[src/rtl/mem_arb_pkg.sv]
// Shared types and constants for the IF/LS memory arbiter.
// Owner encoding and pending-response bundle live here.
package mem_arb_pkg;

    typedef enum logic [1:0] {
        OWN_NONE = 2'd0,
        OWN_IF   = 2'd1,
        OWN_LS   = 2'd2
    } owner_t;

    localparam int MEM_SIZE_DEF = 512;
    localparam int MAX_WAIT_DEF = 2;
    localparam logic [1:0] ALIGN_MASK = 2'b11;

    typedef struct packed {
        owner_t owner;
        logic   is_store;
        logic   err;
    } pend_t;

endpackage

[src/rtl/mem_addr_check.sv]
// Word alignment and range check for one requester address.
// Pure combinational; flags any address the memory cannot serve.
module mem_addr_check
    import mem_arb_pkg::*;
#(
    parameter int MEM_SIZE = MEM_SIZE_DEF
) (
    input  logic [31:0] addr,
    output logic        err
);

    localparam logic [31:0] LAST = 32'(MEM_SIZE - 4);

    logic misaligned;
    logic out_of_range;

    assign misaligned   = (addr[1:0] & ALIGN_MASK) != 2'b00;
    assign out_of_range = addr > LAST;
    assign err          = misaligned | out_of_range;

endmodule

[src/rtl/mem_arbiter.sv]
// Two-requester (IF, LS) arbiter for a single-port 1-cycle memory.
// LS has priority; IF is forced through after MAX_WAIT denials.
module mem_arbiter
    import mem_arb_pkg::*;
#(
    parameter int MEM_SIZE = MEM_SIZE_DEF,
    parameter int MAX_WAIT = MAX_WAIT_DEF
) (
    input  logic        clk,
    input  logic        rst_n,
    input  logic        if_req_ip,
    input  logic [31:0] if_addr_ip,
    output logic        if_gnt_op,
    output logic        if_rvalid_op,
    output logic [31:0] if_rdata_op,
    output logic        if_err_op,
    input  logic        ls_req_ip,
    input  logic        ls_we_ip,
    input  logic [31:0] ls_addr_ip,
    input  logic [31:0] ls_wdata_ip,
    output logic        ls_gnt_op,
    output logic        ls_rvalid_op,
    output logic [31:0] ls_rdata_op,
    output logic        ls_err_op,
    output logic        mem_ren_op,
    output logic        mem_wren_op,
    output logic [31:0] mem_addr_op,
    output logic [31:0] mem_wdata_op,
    input  logic [31:0] mem_rdata_ip
);

    localparam int CW = $clog2(MAX_WAIT + 2);
    localparam logic [CW-1:0] CNT_MAX = CW'(MAX_WAIT);

    logic [CW-1:0] starve_cnt;
    logic [CW-1:0] starve_nxt;
    logic          starved;
    logic          if_win;
    logic          ls_win;
    logic          if_err;
    logic          ls_err;
    pend_t         pend;
    pend_t         pend_nxt;

    mem_addr_check #(.MEM_SIZE(MEM_SIZE)) u_if_chk (
        .addr (if_addr_ip),
        .err  (if_err)
    );

    mem_addr_check #(.MEM_SIZE(MEM_SIZE)) u_ls_chk (
        .addr (ls_addr_ip),
        .err  (ls_err)
    );

    // Grants are gated by rst_n so nothing reaches memory during reset.
    assign starved = starve_cnt == CNT_MAX;
    assign if_win  = rst_n & if_req_ip & (~ls_req_ip | starved);
    assign ls_win  = rst_n & ls_req_ip & ~if_win;

    assign if_gnt_op = if_win;
    assign ls_gnt_op = ls_win;

    always_comb begin
        mem_ren_op   = 1'b0;
        mem_wren_op  = 1'b0;
        mem_addr_op  = 32'd0;
        mem_wdata_op = 32'd0;
        pend_nxt     = '{owner: OWN_NONE, is_store: 1'b0, err: 1'b0};
        unique case (1'b1)
            if_win: begin
                mem_ren_op     = ~if_err;
                mem_addr_op    = if_addr_ip;
                pend_nxt.owner = OWN_IF;
                pend_nxt.err   = if_err;
            end
            ls_win: begin
                mem_ren_op        = ~ls_we_ip & ~ls_err;
                mem_wren_op       = ls_we_ip & ~ls_err;
                mem_addr_op       = ls_addr_ip;
                mem_wdata_op      = ls_we_ip ? ls_wdata_ip : 32'd0;
                pend_nxt.owner    = OWN_LS;
                pend_nxt.is_store = ls_we_ip;
                pend_nxt.err      = ls_err;
            end
            default: begin
            end
        endcase
    end

    always_comb begin
        starve_nxt = starve_cnt;
        if (!if_req_ip || if_win)
            starve_nxt = '0;
        else if (starve_cnt != CNT_MAX)
            starve_nxt = starve_cnt + 1'b1;
    end

    always_ff @(posedge clk or negedge rst_n) begin
        if (!rst_n) begin
            pend       <= '{owner: OWN_NONE, is_store: 1'b0, err: 1'b0};
            starve_cnt <= '0;
        end else begin
            pend       <= pend_nxt;
            starve_cnt <= starve_nxt;
        end
    end

    assign if_rvalid_op = pend.owner == OWN_IF;
    assign if_err_op    = if_rvalid_op & pend.err;
    assign if_rdata_op  = (if_rvalid_op & ~pend.err) ? mem_rdata_ip : 32'd0;

    assign ls_rvalid_op = pend.owner == OWN_LS;
    assign ls_err_op    = ls_rvalid_op & pend.err;
    assign ls_rdata_op  = (ls_rvalid_op & ~pend.err & ~pend.is_store)
                        ? mem_rdata_ip : 32'd0;

endmodule
[config.mk]
export PLATFORM = sky130hd
export DESIGN_NAME = mem_arbiter
export DESIGN_NICKNAME = d
export VERILOG_FILES = /design/src/rtl/mem_arb_pkg.sv /design/src/rtl/mem_addr_check.sv /design/src/rtl/mem_arbiter.sv
export SDC_FILE = /design/constraint.sdc
export NUM_CORES = 1
export LEC_CHECK = 0
export BUFFER_PORTS_ARGS = -buffer_cell sky130_fd_sc_hd__buf_2
export CAP_MARGIN = 20
export CORE_AREA = 2 2 105 107
export CTS_CLUSTER_SIZE = 30
export DETAILED_ROUTE_END_ITERATION = 12
export DIE_AREA = 0 0 107 109
export PLACE_DENSITY_LB_ADDON = 0.25
export SKIP_CTS_REPAIR_TIMING = 1
export SLEW_MARGIN = 5
export SYNTH_ARGS = -nofsm -noshare
export SYNTH_HDL_FRONTEND = slang
export SYNTH_HIERARCHICAL = 1
export SYNTH_SLANG_ARGS = --single-unit
export TNS_END_PERCENT = 5
[constraint.sdc]
create_clock -name clk -period 3.15 [get_ports clk]
set_clock_uncertainty 0.15 [all_clocks]
set_input_delay 0.4725 -clock clk [delete_from_list [all_inputs] [get_ports clk]]
set_output_delay 0.4725 -clock clk [all_outputs]
set_load 0.02 [all_outputs]
Word level (Yosys, flattened, before mapping)
Index checks and enable logic that the tools add are counted.
- register bits after elaboration: 6
- latch bits: 0
- RAM bits: 0
- ROM bits: 0
- input port bits: 133
- output and inout port bits: 136
- logic and storage cells: 49
- memories: 0
- add/sub/neg operators: 1
- multiply operators: 0
- div/mod/pow operators: 0
- order comparisons: 2
- equality and inequality tests: 4
- shift operators: 0
- mux-type cells: 12
- bitwise gates (word level): 21
- reduce and logical (&&, ||, !) cells: 5
- operators with widths (operator ; count):
    2-to-1 mux 32 bit ; 4
    > comparator 32 x 9 -> 1 bit (second input constant) ; 2
    one-hot mux 32 bit (2 select lines) ; 1
    AND 1 bit ; 11
    inverter 1 bit ; 7
    nonzero test 2 bit ; 3
    equality test 2 bit (second input constant) ; 2
    2-to-1 mux 2 bit ; 2
    one-hot mux 1 bit (2 select lines) ; 2
    one-hot mux 2 bit (2 select lines) ; 1
    bitwise OR 1 bit ; 3
    adder 2 x 1 -> 2 bit (second input constant) ; 1
    equality test 2 x 1 -> 1 bit (second input constant) ; 1
    2-to-1 mux 1 bit ; 2
    inequality test 2 bit (second input constant) ; 1
    logical NOT 1 bit ; 1
    logical OR 1 bit ; 1

Depth between registers and ports, before layout
- depth after elaboration: 6
- mapped depth: 6
- mapped depth without buffers: 5

Modules after synthesis
Netlist, hierarchy kept.
- by module, submodules not included (module ; times used ; cells each ; area an instance (um^2) ; sequential area each (um^2)):
    mem_arbiter ; 1 ; 178 ; 1311.3 ; 150.1
    mem_addr_check ; 2 ; 9 ; 55.1 ; 0.0

Worst setup path before layout
No wires, ideal clock.
- path kind: register to output
- from: register starve_cnt[0]
- to: output mem_addr_op[0]
- arrival: 1461 ps
- data required time: 2527 ps
- setup slack: 1066 ps
- cell stages (with the launch flop): 7
- cell sequence: dfrtp_1 -> inv_1 -> ha_1 -> inv_2 -> a21oi_4 -> buf_6 -> a22o_1
- word-level cells in the longest chain between the ends: 6
- ends and longest elaborated chain (item ; line ; text):
    start, declared ; mem_arbiter.sv:35 ; logic [CW-1:0] starve_cnt;
    start signal, assigned ; mem_arbiter.sv:104 ; starve_cnt <= starve_nxt;
    equality test 2 bit (*) ; mem_arbiter.sv:56 ; assign starved = starve_cnt == CNT_MAX;
    bitwise OR 1 bit (*) ; mem_arbiter.sv:57 ; assign if_win = rst_n & if_req_ip & (~ls_req_ip | starved);
    AND 1 bit (*) ; mem_arbiter.sv:57 ;
    named net if_gnt_op ; mem_arbiter.sv:13 ; output logic if_gnt_op,
    inverter 1 bit ; mem_arbiter.sv:58 ; assign ls_win = rst_n & ls_req_ip & ~if_win;
    AND 1 bit ; mem_arbiter.sv:58 ;
    one-hot mux 32 bit (2 select lines) (*) ; mem_arbiter.sv:69 ; unique case (1'b1)
    end, declared ; mem_arbiter.sv:27 ; output logic [31:0] mem_addr_op,
The timed path passes the listed nets; every way through them passes the cells marked *.

Final worst setup path
- from: input rst_n
- to: output mem_wren_op
- word-level cells in the longest chain between the ends: 5
- elaborated cells on any way between the ends: 6
- ends and longest elaborated chain (item ; line ; text):
    start, declared ; mem_arbiter.sv:10 ; input logic rst_n,
    AND 1 bit (2 in a row) ; mem_arbiter.sv:57 ;
    inverter 1 bit ; mem_arbiter.sv:58 ;
    AND 1 bit (*) ; mem_arbiter.sv:58 ;
    2-to-1 mux 1 bit (*) ; mem_arbiter.sv:69 ;
    end, declared ; mem_arbiter.sv:26 ; output logic mem_wren_op,
Mark *: on every way between the ends. The rest lies on a longest branch, timed or not.

==> results by group <==
Status
  – Status: finished, final reports clean

Die
  – # IOs: around 270
  – Cell row count: 38
  – Initial Util: 0.134
  – Width of the die: roughly 110 µm
  – Core area: about 11,000 µm²
  – Die H: 109 µm
  – Die area: around 12,000 µm²

Synthesis
  – Post-synthesis register bit count: 6
  – Sequential area share after synthesis: 0.106
  – Async set-reset flop share out of synthesis: 1.00
  – Top FF cell, synth: dfrtp_1
  – Count leader, synth: and2_1
  – Synth top area share: 0.295
  – Yosys Warn Count: 6
  – Post-Syn Area: roughly 1400 µm²
  – Area contributors post-synth: and2_1 (29%), a22o_1 (21%), and3_1 (14%)
  – Syn avg cell area: between 7 and 8 µm²
  – Syn Inst Count: 196
  – Cell taking the most area after synthesis: and2_1
  – Most frequent cells after synthesis: and2_1 (67), a22o_1 (34), and3_1 (32)
  – Synth Net Count: 330
  – Yosys cell types: 28
  – Post-synth EDFFs: 0

Critical path
  – Crit Path Class: input port to output port
  – CP endpoint kind: output port
  – Startpoint Class: input port
  – End point of the critical path: mem_wren_op
  – Worst R2R Path Depth: 6
  – R2R Path End: pend[0]
  – R2R Path Start: starve_cnt[0]
  – Worst EP required: about 2.5 ns
  – Max FO, Critical Path: 66
  – Crit path launch: rst_n
  – Flop-to-flop setup slack: approximately 1.4 ns
  – Arr. time, crit path: 2.24 ns

Placed design
  – Final HPWL DP: around 6900 µm
  – Port-buffer cells: between 200 and 300
  – GPL Wtd Cong: 0.702

Detailed routing
  – DRC: 0
  – Average wire per standard cell: 13.2 µm
  – Drt via density: about 4.2
  – Final ANT Viol Nets: 0
  – Final wirelength: 7810 µm
  – Drt pass-1 iters: 4
  – Initial drt markers: between 90 and 100
  – Total number of vias: between 2,000 and 2,500

STA
  – Final Hold Viols: 0
  – Worst slew pin tran: 0.729 ns
  – RSZ-0062 raised after global routing: false
  – Final worst-path cycle share: 0.907
  – Min Tclk post-route: between 2 and 3 ns
  – Slew Limit Headroom: 0.514
  – Slew Limit Fails: 0
  – Fmax: ~350 MHz
  – Setup violations, final: 0
  – TNS Setup: 0 ns

Layout
  – Layout overhead on the synthesized area: 107%
  – Fill count: around 1,200
  – Post-layout util: 0.277
  – Nets: ~590
  – Ant. Diodes: 0
  – Layout cells sized above 1: 0.617

Clock network
  – Clock sinks: 6
  – CTS H-Tree Depth: 1
  – Maximum buffer depth of the clock tree: 2
  – Worst-skew pair later-pin latency: approximately 0.22 ns
  – CTS tree: done
  – CTS buffer count: 3
  – CTS Root Cell: clkbuf_8
  – Reg clk slew, reported paths: roughly 0.030 ns

Run
  – Max-Cap Viols: 0

Power and ir drop
  – P_leak: between 1.5 and 2 nW
  – VDD IR max: approximately 0.09 mV
  – P per Cell Area: 228 nW/µm²

Min path
  – Hold crit path type: input port to flop

GRT
  – First-pass GRT wire length: between 10,000 and 15,000 µm
  – Total grt overflow: 0
  – Largest net degree at the start of global routing: 67
  – Overall Global Routing Usage: 0.115
  – Number of global-route vias before repair: roughly 2,200
  – Initial antenna violation count: 0
==> routing by layer <==
metal	share of wire	up-vias	GRT usage
met5	0	-	0
met4	0	0	0.0111
li1	-	1224	-
met1	0.37	1115	0.128
met2	0.53	156	0.238
met3	0.098	0	0.0161
==> stage by stage <==
| stage | setup slack, ns | instance area [µm²] | cells | hold slack (ns) | power (W) |
|---|---|---|---|---|---|
| final | 0.292 | 2940 | 592 | 0.370 | 0.000670 |
| after global routing | 0.137 | 2940 | 592 | 0.377 | 0.000720 |
| after global placement | 0.709 | 2890 | 588 | 0.169 | 0.000557 |
| after CTS | 0.558 | 2930 | 591 | -0.0687 | 0.000680 |
| after floorplan | 1.07 | 1420 | 196 | 0.0269 | 0.000360 |
| after detailed placement | 0.664 | 2890 | 588 | 0.167 | 0.000564 |
==> critical path: stages <==
cell and delay, ns:
dlygate4sd3_1 0.52, buf_2 0.20, nand2_1 0.13, a21oi_4 0.22, buf_12 0.27, and3b_1 0.22, buf_2 0.17
==> area by class of cell <==
type,count,area [µm²],share of cell area
multi-input cells,168,1160,0.396
inverters,3,11.3,0.00383
clock buffers,3,41.3,0.0140
flip-flops and latches,6,150,0.0510
repair buffers,272,1400,0.476
well taps,140,175,0.0595
==> report_power, final <==
part	leakage (nW)	switching [W]	internal (W)	total [W]
registers	0.0784	0.00000695	0.0000892	0.0000961
logic	1.88	0.000267	0.000193	0.000461
clock network	0.0216	0.0000315	0.0000820	0.000113
total	1.98	0.000306	0.000364	0.000670
==> worst min-delay path by stage <==
stage / from / end / slack, ns / cells after the start
final: ls_req_ip / pend[2] / 0.37 / 2
after global routing: ls_req_ip / pend[2] / 0.38 / 2
after CTS: rst_n / starve_cnt[1] / -0.07 / 1
after detailed placement: rst_n / starve_cnt[1] / 0.17 / 1
after global placement: rst_n / starve_cnt[1] / 0.17 / 1
after floorplan: rst_n / pend[0] / 0.03 / 0
==> sequential cells by signal, indices dropped and copies added, names as in the netlist <==
signal	cells
pend	4
starve_cnt	2
==> placed cells by master, fill, tap and decap left out <==
master / synthesis / routed
buf_2: 3 / 268
and2_1: 67 / 67
a22o_1: 34 / 34
and3_1: 32 / 32
nor4_1: 10 / 10
dfrtp_1: 6 / 6
nor2_1: 4 / 4
clkbuf_8: 0 / 3
nand2_1: 2 / 2
a21oi_4: 1 / 2
a21oi_1: 2 / 2
inv_1: 2 / 2
nor3b_1: 2 / 2
buf_12: 0 / 2
and4_1: 2 / 2
nor3_1: 2 / 2
nand4_1: 2 / 2
inv_2: 1 / 1
nor2b_2: 1 / 1
nor3b_2: 1 / 1
nor2b_1: 1 / 1
and2b_1: 1 / 1
and3b_1: 1 / 1
xor2_1: 1 / 1
ha_1: 1 / 1
dlygate4sd3_1: 0 / 1
buf_4: 1 / 1
==> cell families (layout without fill, tap and decap cells) <==
kind of cell	count (synthesis)	in the layout	synth area share
simple gates	128	128	0.565
compound gates	38	38	0.234
buf+inv	22	278	0.0801
flops	6	6	0.106
fa+ha+maj	1	1	0.00880
xor+xnor	1	1	0.00616
No activity file was read; power rests on OpenSTA's default activity.
